**config.mk**
```make
export PLATFORM = sky130hd
export DESIGN_NAME = operand_mat_sequencer
export DESIGN_NICKNAME = d
export VERILOG_FILES = /design/src/rtl/operand_mat_sequencer.sv
export SDC_FILE = /design/constraint.sdc
export NUM_CORES = 1
export LEC_CHECK = 0
export CAP_MARGIN = 30
export CORE_MARGIN = 10
export CORE_UTILIZATION = 37
export DETAILED_ROUTE_END_ITERATION = 16
export GPL_TIMING_DRIVEN = 0
export PLACE_DENSITY = 0.76
export SLEW_MARGIN = 20
export SYNTH_ARGS = -nofsm -noshare
export SYNTH_HDL_FRONTEND = slang
export SYNTH_SLANG_ARGS = --single-unit
```
**constraint.sdc**
```tcl
create_clock -name clk_i -period 2.3 [get_ports clk_i]
set_input_delay 0.46 -clock clk_i [delete_from_list [all_inputs] [get_ports clk_i]]
set_output_delay 0.46 -clock clk_i [all_outputs]
set_load 0.02 [all_outputs]
```
**src/rtl/operand_mat_sequencer.sv**
```systemverilog
// Streams one operand matrix into the OperandRegister (LOAD) or reads it back out as a
// valid/ready stream (DUMP), one address per element in ascending order.
module operand_mat_sequencer #(
  parameter int unsigned DATA_WIDTH  = 32,
  parameter int unsigned ADDR_WIDTH  = 4,
  parameter int unsigned MATRIX_SIZE = 16
) (
  input  logic                  clk_i,
  input  logic                  rst_i,
  input  logic                  start_load_i,
  input  logic                  start_dump_i,
  input  logic [DATA_WIDTH-1:0] s_data_i,
  input  logic                  s_valid_i,
  output logic                  s_ready_o,
  output logic [DATA_WIDTH-1:0] m_data_o,
  output logic                  m_valid_o,
  input  logic                  m_ready_i,
  output logic [DATA_WIDTH-1:0] write_data_Mat_o,
  output logic [ADDR_WIDTH-1:0] addr_Mat_o,
  output logic                  write_en_Mat_o,
  input  logic [DATA_WIDTH-1:0] read_data_Mat_i,
  output logic                  busy_o,
  output logic                  done_o
);

  localparam logic [ADDR_WIDTH-1:0] LastIdx = ADDR_WIDTH'(MATRIX_SIZE - 1);

  typedef enum logic [2:0] {
    StIdle,
    StLoad,
    StDumpRd,
    StDumpCap,
    StDumpOut,
    StDone
  } state_e;

  state_e                  r_state, w_state_next;
  logic [ADDR_WIDTH-1:0]   r_cnt, w_cnt_next;
  logic                    r_we;
  logic [ADDR_WIDTH-1:0]   r_addr;
  logic [DATA_WIDTH-1:0]   r_wdata;
  logic [DATA_WIDTH-1:0]   r_mdata;
  logic                    w_s_hs;

  assign w_s_hs = s_valid_i & (r_state == StLoad);

  always_comb begin
    w_state_next = r_state;
    w_cnt_next   = r_cnt;
    case (r_state)
      StIdle: begin
        if (start_load_i) begin
          w_state_next = StLoad;
          w_cnt_next   = '0;
        end else if (start_dump_i) begin
          w_state_next = StDumpRd;
          w_cnt_next   = '0;
        end
      end
      StLoad: begin
        if (w_s_hs) begin
          if (r_cnt == LastIdx) w_state_next = StDone;
          else                  w_cnt_next   = r_cnt + ADDR_WIDTH'(1);
        end
      end
      StDumpRd:  w_state_next = StDumpCap;
      StDumpCap: w_state_next = StDumpOut;
      StDumpOut: begin
        if (m_ready_i) begin
          if (r_cnt == LastIdx) begin
            w_state_next = StDone;
          end else begin
            w_state_next = StDumpRd;
            w_cnt_next   = r_cnt + ADDR_WIDTH'(1);
          end
        end
      end
      StDone:  w_state_next = StIdle;
      default: w_state_next = StIdle;
    endcase
  end

  always_ff @(posedge clk_i or posedge rst_i) begin
    if (rst_i) begin
      r_state <= StIdle;
      r_cnt   <= '0;
    end else begin
      r_state <= w_state_next;
      r_cnt   <= w_cnt_next;
    end
  end

  // Read address is loaded on entry to DumpRd so read data lands during DumpCap.
  always_ff @(posedge clk_i or posedge rst_i) begin
    if (rst_i) begin
      r_we    <= 1'b0;
      r_addr  <= '0;
      r_wdata <= '0;
      r_mdata <= '0;
    end else begin
      r_we <= w_s_hs;
      if (w_s_hs) begin
        r_addr  <= r_cnt;
        r_wdata <= s_data_i;
      end else if (w_state_next == StDumpRd) begin
        r_addr <= w_cnt_next;
      end
      if (r_state == StDumpCap) r_mdata <= read_data_Mat_i;
    end
  end

  assign s_ready_o        = (r_state == StLoad);
  assign m_valid_o        = (r_state == StDumpOut);
  assign m_data_o         = r_mdata;
  assign write_en_Mat_o   = r_we;
  assign addr_Mat_o       = r_addr;
  assign write_data_Mat_o = r_wdata;
  assign busy_o           = (r_state != StIdle);
  assign done_o           = (r_state == StDone);

endmodule

```
==> flow_results.xml, run 1 <==
<?xml version="1.0" encoding="UTF-8"?>
<metrics>
  <group name="sta">
    <metric name="worst_hold_slack" unit="ns">0.491</metric>
    <metric name="final.min_clock_period" unit="ns">2.15</metric>
    <metric name="report.final.slew_viol_count" unit="">0</metric>
    <metric name="hold_viol" unit="">0</metric>
    <metric name="layout_setup_ws" unit="ns">0.149</metric>
    <metric name="report.final.setup_viol" unit="">0</metric>
    <metric name="setup_total_negative_slack" unit="ns">0</metric>
    <metric name="timing.slew.headroom" unit="%">67.8</metric>
    <metric name="tightestPinTransition" unit="ns">0.483</metric>
    <metric name="maxClockFrequency" unit="MHz">465</metric>
    <metric name="final.setup_skew" unit="ns">0.0103</metric>
    <metric name="final.period_utilization" unit="%">93.5</metric>
    <metric name="rsz0062_at_grt" unit="">false</metric>
  </group>
  <group name="layout">
    <metric name="drive_above_1_share" unit="%">25.6</metric>
    <metric name="design_area" unit="um2">4880</metric>
    <metric name="nFillCells" unit="">666</metric>
    <metric name="layout_net_count" unit="">439</metric>
    <metric name="num_antenna_cells" unit="">0</metric>
    <metric name="area.growth.synth_to_final" unit="%">58.1</metric>
  </group>
  <group name="place">
    <metric name="hpwl_after_dpl" unit="mm">6.58</metric>
    <metric name="post_place_instance_area" unit="um2">4680</metric>
    <metric name="finalWeightedCongestion" unit="">0.846</metric>
    <metric name="numPortBuffers" unit="">142</metric>
    <metric name="preCtsSetupSlack" unit="ns">-0.120</metric>
  </group>
  <group name="yosys">
    <metric name="main_combinational_cell_family_by_area_after_synthesis" unit="">multiplexers</metric>
    <metric name="synth_mux_area_share" unit="%">23.4</metric>
    <metric name="cell_variety_after_synth" unit="">37</metric>
    <metric name="syn_nets" unit="">284</metric>
    <metric name="postSynthCellCount" unit="">213</metric>
    <metric name="ys_seq_area_share" unit="%">61.7</metric>
    <metric name="proportion_of_synthesized_flip_flops_having_asynchronous_set_or_reset" unit="%">100</metric>
    <metric name="synth-edff-count" unit="">0</metric>
    <metric name="ys.flop_type" unit="">sky130_fd_sc_hd__dfrtp_1</metric>
    <metric name="synth-compound-area-share" unit="%">5.52</metric>
    <metric name="synth-seq-cells" unit="">76</metric>
    <metric name="synthAdderAreaFrac" unit="%">0.406</metric>
    <metric name="synth_xor_area_share" unit="%">0</metric>
    <metric name="synthesis.yosys.warnings" unit="">0</metric>
    <metric name="syn_area_per_cell" unit="um2">14.5</metric>
    <metric name="synthSimpleGateAreaFrac" unit="%">6.82</metric>
    <metric name="synth_area" unit="um2">3080</metric>
  </group>
  <group name="power">
    <metric name="cell_area_power_density" unit="nW/um2">1390</metric>
    <metric name="leakagePower" unit="nW">2.01</metric>
    <metric name="peakVddDrop" unit="V">0.000827</metric>
  </group>
  <group name="setup_path">
    <metric name="required" unit="ns">1.84</metric>
    <metric name="worst-endpoint-arrival" unit="ns">1.69</metric>
    <metric name="regToRegSetupSlack" unit="ns">0.30</metric>
    <metric name="r2r.worst_path.cells" unit="">6</metric>
    <metric name="timing.critical_path.fanout_max" unit="">10</metric>
    <metric name="critical_path.startpoint_type" unit="">flop</metric>
    <metric name="setup.worst_path.class" unit="">reg -&gt; out</metric>
    <metric name="critical_path_sink_type" unit="">primary output</metric>
  </group>
  <group name="floorplan">
    <metric name="die_x" unit="um">111</metric>
    <metric name="die_h" unit="um">111</metric>
    <metric name="design.die.area" unit="um2">12400</metric>
    <metric name="std_cell_rows" unit="">33</metric>
    <metric name="core_region_area" unit="um2">8180</metric>
    <metric name="initial_cell_density_of_the_core" unit="%">37.7</metric>
    <metric name="io-pin-count" unit="">143</metric>
  </group>
  <group name="drt">
    <metric name="drc" unit="">0</metric>
    <metric name="routed_wire_length_per_instance" unit="um">17.5</metric>
    <metric name="highest-signal-layer" unit="">met4</metric>
    <metric name="wirelength" unit="mm">8.34</metric>
    <metric name="ant_nets" unit="">0</metric>
    <metric name="routed-via-count" unit="">2246</metric>
    <metric name="dr.pass1.iters" unit="">4</metric>
    <metric name="drt-vias-per-instance" unit="">4.72</metric>
    <metric name="detailroute.wirelength.met3" unit="um">545</metric>
    <metric name="routedLengthMet1" unit="mm">3.18</metric>
    <metric name="met2RoutedLength" unit="mm">4.52</metric>
    <metric name="dr.first_iter.drc_count" unit="">69</metric>
  </group>
  <group name="clock_network">
    <metric name="h-tree-depth" unit="">3</metric>
    <metric name="cts_buffers" unit="">9</metric>
    <metric name="tritoncts_clock_tree" unit="">built</metric>
    <metric name="clk-insertion-delay-late" unit="ns">0.33</metric>
    <metric name="cts.clk_slew.worst_paths" unit="ns">0.07</metric>
    <metric name="cts_root_buffer" unit="">sky130_fd_sc_hd__clkbuf_8</metric>
    <metric name="cts_max_path_buffers" unit="">2</metric>
    <metric name="clock_sinks" unit="">76</metric>
  </group>
  <group name="global_route">
    <metric name="first_global_vias" unit="">2476</metric>
    <metric name="global_route.overflow_total" unit="">0</metric>
    <metric name="antenna_found_initial" unit="">0</metric>
    <metric name="grt.total_usage" unit="%">13.1</metric>
    <metric name="grt_first_pass_wirelength" unit="mm">13.3</metric>
    <metric name="maximum_number_of_pins_on_one_net_before_global_route_repair" unit="">34</metric>
  </group>
  <group name="status">
    <metric name="outcome" unit="">complete, no violations</metric>
  </group>
  <group name="flow_run">
    <metric name="maxCapViolations" unit="">0</metric>
  </group>
  <group name="worst_hold_path">
    <metric name="hold_class" unit="">in -&gt; async</metric>
  </group>
</metrics>
## placed cells by master (no fill, tap or decap), types with 2 or more instances in the layout
cell type	netlist	layout
sky130_fd_sc_hd__nor2_1	7	7
sky130_fd_sc_hd__inv_1	3	2
sky130_fd_sc_hd__dfrtp_1	76	76
sky130_fd_sc_hd__buf_2	7	7
sky130_fd_sc_hd__nand3_1	6	6
sky130_fd_sc_hd__clkbuf_8	0	11
sky130_fd_sc_hd__nand2b_1	2	2
sky130_fd_sc_hd__nand2_1	7	7
sky130_fd_sc_hd__o21ai_0	3	3
sky130_fd_sc_hd__dlygate4sd2_1	0	3
sky130_fd_sc_hd__a221o_1	4	4
sky130_fd_sc_hd__mux2_2	64	64
sky130_fd_sc_hd__a21oi_1	4	4
sky130_fd_sc_hd__buf_12	0	2
sky130_fd_sc_hd__clkdlybuf4s50_1	0	139
sky130_fd_sc_hd__and2_1	4	4
sky130_fd_sc_hd__clkbuf_1	1	2
## timing repair
action / in CTS / in global routing
buffers inserted: 0 / 0
hold buffers: 0 / 0
setup endpoints to repair: 6 / 2
cloned: 0 / 0
gates resized for setup: 4 / 2
pin swaps: 0 / 0
## metrics by stage
step / power [mW] / util (%) / cells
floorplan: 4.12 / - / 213
global placement: 5.78 / 56.8 / 460
detailed placement: 5.86 / 57.3 / 462
CTS: 6.87 / 59.5 / 476
global route: 7.14 / 59.6 / 476
finish: 6.76 / 59.6 / 476
## cell type report
type	count	area (um2)	area share [%]
inverters	3	15.0	0.308
plain buffers	10	57.6	1.18
clock buffers	12	155	3.18
clock inverters	2	35.0	0.719
multi-input cells	124	1120	23.0
well taps	105	131	2.69
repair buffers	144	1460	29.9
flip-flops and latches	76	1900	39.0
## report_power, final
group	switching, mW	leakage, nW	internal [mW]	total, mW
combinational	1.61	1.02	1.82	3.42
sequential	0.350	0.895	2.00	2.35
clock	0.445	0.0983	0.548	0.994
## routing by layer
metal  global-route usage, %  vias to the layer above
li1                        -                     1076
met1                    13.6                     1105
met2                    23.5                       59
met3                    5.47                        6
met4                    4.03                        0
met5                       0                        -
## cell usage after synthesis (all sizes together) (2+ instances only)
| cell type | number | share of area, % |
|---|---|---|
| dfrtp | 76 | 62 |
| mux2 | 64 | 23 |
| buf | 9 | 1.7 |
| nand2 | 7 | 0.85 |
| nor2 | 7 | 0.85 |
| nand3 | 6 | 0.97 |
| a21oi | 4 | 0.65 |
| a221o | 4 | 1.3 |
| and2 | 4 | 0.81 |
| o21ai | 4 | 0.65 |
| inv | 3 | 0.37 |
| nand2b | 3 | 0.85 |
| nor3 | 2 | 0.32 |
## cell families after synthesis
kind of cell / Yosys count
buf+inv: 13
flops: 76
simple gates: 37
fa+ha+maj: 1
compound gates: 22
mux: 64
## worst max-delay path, cell delays in order (launching register included)
cell                            delay, ns
sky130_fd_sc_hd__dfrtp_1             0.45
sky130_fd_sc_hd__clkbuf_1            0.27
sky130_fd_sc_hd__nor3_2              0.28
sky130_fd_sc_hd__dlygate4sd2_1       0.37
## worst paths after layout
| path | from | endpoint |
|---|---|---|
| max reg2reg | r_cnt[0]$_DFF_PP0_ | addr_Mat_o[1]$_DFFE_PP0P_ |
| min | rst_i | m_data_o[16]$_DFFE_PP0N_ |
| min in group clk_i | m_data_o[12]$_DFFE_PP0N_ | m_data_o[12]$_DFFE_PP0N_ |
| max | r_state[1]$_DFF_PP0_ | m_valid_o |
| max in group asynchronous | rst_i | r_state[2]$_DFF_PP0_ |
| min reg2reg | m_data_o[12]$_DFFE_PP0N_ | m_data_o[12]$_DFFE_PP0N_ |
## state kept, by name, summed over array words and instances (netlist names)
name,cells
r_state,3
write_en_Mat_o,1
addr_Mat_o,4
r_cnt,4
m_data_o,32
write_data_Mat_o,32
(Power assumes the default switching activity.)
==> run 2: changes to the inputs <==
--- a/config.mk
+++ b/config.mk
@@ -6,11 +6,13 @@
 export NUM_CORES = 1
 export LEC_CHECK = 0
 export CAP_MARGIN = 30
+export CELL_PAD_IN_SITES_DETAIL_PLACEMENT = 1
+export CELL_PAD_IN_SITES_GLOBAL_PLACEMENT = 2
 export CORE_MARGIN = 10
-export CORE_UTILIZATION = 37
+export CORE_UTILIZATION = 23
 export DETAILED_ROUTE_END_ITERATION = 16
 export GPL_TIMING_DRIVEN = 0
-export PLACE_DENSITY = 0.76
+export PLACE_DENSITY_LB_ADDON = 0.1
 export SLEW_MARGIN = 20
 export SYNTH_ARGS = -nofsm -noshare
 export SYNTH_HDL_FRONTEND = slang
==> run 2 against run 1 <==
Effect of this change: largest cell class unchanged; non-clock buffer count unchanged; clock power increased by 27%; sequential cell count unchanged; critical path type unchanged; final area increased by 3.2%; die area increased by 49%; fmax decreased by 0.90%; clock-buffer cell count decreased by 1; worst hold slack improved by 0.0091 ns; clock skew decreased by 0.0014 ns; sequential power about the same; combinational power increased by 1%; register-to-register slack got worse by 0.04 ns.
==> flow_results.xml, run 2 (synthesis results as in run 1) <==
<?xml version="1.0" encoding="UTF-8"?>
<metrics>
  <group name="status">
    <metric name="outcome" unit="">complete, no violations</metric>
  </group>
  <group name="layout">
    <metric name="layout_net_count" unit="">439</metric>
    <metric name="post_layout_util" unit="%">38.2</metric>
    <metric name="nFillCells" unit="">1393</metric>
    <metric name="area.growth.synth_to_final" unit="%">63.2</metric>
    <metric name="num_antenna_cells" unit="">0</metric>
    <metric name="drive_above_1_share" unit="%">25.6</metric>
    <metric name="mostFrequentLayoutCells" unit="">sky130_fd_sc_hd__clkdlybuf4s50_1, sky130_fd_sc_hd__dfrtp_1, sky130_fd_sc_hd__mux2_2</metric>
    <metric name="mostFrequentLayoutCell" unit="">sky130_fd_sc_hd__clkdlybuf4s50_1</metric>
  </group>
  <group name="drt">
    <metric name="ant_nets" unit="">0</metric>
    <metric name="routed_wire_length_per_instance" unit="um">17.8</metric>
    <metric name="drt-vias-per-instance" unit="">4.21</metric>
    <metric name="dr.pass1.iters" unit="">3</metric>
    <metric name="met2RoutedLength" unit="mm">5.21</metric>
    <metric name="routed-via-count" unit="">2305</metric>
    <metric name="highest-signal-layer" unit="">met4</metric>
    <metric name="dr.first_iter.drc_count" unit="">42</metric>
    <metric name="routedLengthMet1" unit="mm">3.56</metric>
    <metric name="drc" unit="">0</metric>
    <metric name="detailroute.wirelength.met3" unit="um">897</metric>
    <metric name="wirelength" unit="mm">9.75</metric>
  </group>
  <group name="global_route">
    <metric name="global_route.overflow_total" unit="">0</metric>
    <metric name="first_global_vias" unit="">2579</metric>
    <metric name="grt.total_usage" unit="%">10.8</metric>
    <metric name="grt_first_pass_wirelength" unit="mm">15.0</metric>
    <metric name="maximum_number_of_pins_on_one_net_before_global_route_repair" unit="">27</metric>
    <metric name="antenna_found_initial" unit="">0</metric>
  </group>
  <group name="floorplan">
    <metric name="std_cell_rows" unit="">42</metric>
    <metric name="design.die.area" unit="um2">18400</metric>
    <metric name="core_region_area" unit="um2">13200</metric>
    <metric name="initial_cell_density_of_the_core" unit="%">23.4</metric>
    <metric name="io-pin-count" unit="">143</metric>
    <metric name="die_h" unit="um">136</metric>
    <metric name="die_x" unit="um">136</metric>
  </group>
  <group name="power">
    <metric name="peakVddDrop" unit="V">0.000679</metric>
    <metric name="cell_area_power_density" unit="nW/um2">1410</metric>
    <metric name="p_sw_share" unit="%">35.6</metric>
    <metric name="cell_internal_power_dissipation" unit="mW">4.56</metric>
    <metric name="power.switching" unit="mW">2.52</metric>
    <metric name="comb_power_share" unit="%">48.9</metric>
    <metric name="seqPwrFrac" unit="%">33.3</metric>
    <metric name="leakagePower" unit="nW">2.04</metric>
    <metric name="part_of_the_power_in_the_clock_network" unit="%">17.8</metric>
  </group>
  <group name="clock_network">
    <metric name="tritoncts_clock_tree" unit="">built</metric>
    <metric name="post_cts_hold_buffer_count" unit="">0</metric>
    <metric name="cts_root_buffer" unit="">sky130_fd_sc_hd__clkbuf_16</metric>
    <metric name="cts_max_path_buffers" unit="">2</metric>
    <metric name="cts.repair_timing.setup_buffer_count" unit="">0</metric>
    <metric name="cts_buffers" unit="">9</metric>
    <metric name="clk-insertion-delay-late" unit="ns">0.33</metric>
    <metric name="cts.clk_slew.worst_paths" unit="ns">0.05</metric>
    <metric name="clock_sinks" unit="">76</metric>
    <metric name="h-tree-depth" unit="">3</metric>
  </group>
  <group name="sta">
    <metric name="timing.slew.headroom" unit="%">56.7</metric>
    <metric name="worst_hold_slack" unit="ns">0.500</metric>
    <metric name="final.period_utilization" unit="%">94.4</metric>
    <metric name="maxClockFrequency" unit="MHz">461</metric>
    <metric name="final.setup_skew" unit="ns">0.00884</metric>
    <metric name="report.final.setup_viol" unit="">0</metric>
    <metric name="final.min_clock_period" unit="ns">2.17</metric>
    <metric name="hold_viol" unit="">0</metric>
    <metric name="tightestPinTransition" unit="ns">0.648</metric>
    <metric name="rsz0062_at_grt" unit="">false</metric>
    <metric name="report.final.slew_viol_count" unit="">0</metric>
  </group>
  <group name="setup_path">
    <metric name="regToRegStartpoint" unit="">r_cnt[0]$_DFF_PP0_</metric>
    <metric name="r2r-end" unit="">addr_Mat_o[1]$_DFFE_PP0P_</metric>
    <metric name="regToRegSetupSlack" unit="ns">0.26</metric>
    <metric name="required" unit="ns">1.84</metric>
    <metric name="timing.critical_path.to" unit="">busy_o</metric>
    <metric name="crit_startpoint" unit="">r_state[0]$_DFF_PP0_</metric>
    <metric name="critical_path_sink_type" unit="">primary output</metric>
    <metric name="worst-endpoint-arrival" unit="ns">1.71</metric>
    <metric name="r2r.worst_path.cells" unit="">6</metric>
    <metric name="timing.critical_path.fanout_max" unit="">10</metric>
    <metric name="setup.worst_path.class" unit="">reg -&gt; out</metric>
    <metric name="critical_path.startpoint_type" unit="">flop</metric>
  </group>
  <group name="place">
    <metric name="numPortBuffers" unit="">142</metric>
    <metric name="finalWeightedCongestion" unit="">0.707</metric>
    <metric name="hpwl_after_dpl" unit="mm">7.57</metric>
  </group>
  <group name="worst_hold_path">
    <metric name="worst_hold_path_startpoint" unit="">m_data_o[18]$_DFFE_PP0N_</metric>
    <metric name="hold_class" unit="">reg -&gt; reg</metric>
    <metric name="min_delay_path_depth" unit="">1</metric>
  </group>
  <group name="flow_run">
    <metric name="maxCapViolations" unit="">0</metric>
  </group>
</metrics>
[run 2: worst min-delay path by stage]
stage	to	slack (ns)
finish	m_data_o[18]$_DFFE_PP0N_	0.50
floorplan	r_cnt[0]$_DFF_PP0_	0.51
CTS	m_data_o[18]$_DFFE_PP0N_	0.51
detailed placement	m_data_o[18]$_DFFE_PP0N_	0.49
global placement	m_data_o[6]$_DFFE_PP0N_	0.49
global route	m_data_o[18]$_DFFE_PP0N_	0.51
[run 2: critical path, stage by stage (launching register included)]
cell,delay [ns]
sky130_fd_sc_hd__dfrtp_1,0.40
sky130_fd_sc_hd__buf_4,0.18
sky130_fd_sc_hd__nor2_1,0.16
sky130_fd_sc_hd__nand2_1,0.09
sky130_fd_sc_hd__clkdlybuf4s50_1,0.54
[run 2: final cells by class]
| cell class | count | area [um2] | share of cell area [%] |
|---|---|---|---|
| sequential | 76 | 1900 | 37.8 |
| timing repair buffer | 144 | 1460 | 29.0 |
| multi-input combinational | 124 | 1120 | 22.3 |
| clock buffer | 11 | 243 | 4.82 |
| tap | 176 | 220 | 4.37 |
| buffer | 10 | 57.6 | 1.14 |
| clock inverter | 3 | 15.0 | 0.298 |
| inverter | 3 | 15.0 | 0.298 |
[run 2: repair_timing]
action,in CTS,in global routing
resized for setup,4,3
gates cloned,0,0
setup endpoints to repair,7,5
[run 2: layer usage]
metal | track usage [%] | vias to the layer above
met3 | 6.45 | 6
li1 | - | 1077
met4 | 3.05 | 0
met2 | 18.1 | 64
met1 | 11.0 | 1158
met5 | 0 | -
[run 2: stage by stage]
step,cell area (um2),TNS (ns),setup WS (ns),instances,power (mW)
2_1_floorplan,3090,0,0.441,213,4.12
3_3_place_gp,4730,-10.09,-0.221,531,5.88
3_5_place_dp,4770,-1.95,-0.165,533,5.93
4_1_cts,5020,0,0.0459,547,7.26
5_1_grt,5030,0,0.00915,547,7.55
6_report,5030,0,0.129,547,7.08
[run 2: power by group through the flow]
| stage | clock (mW) | sequential, mW | combinational, mW |
|---|---|---|---|
| 3_5_place_dp | 0 | 2.38 | 3.55 |
| 3_3_place_gp | 0 | 2.35 | 3.53 |
| 6_report | 1.26 | 2.35 | 3.46 |
| 4_1_cts | 1.34 | 2.37 | 3.55 |
| 2_1_floorplan | 0 | 3.12 | 1.00 |
| 5_1_grt | 1.39 | 2.45 | 3.70 |
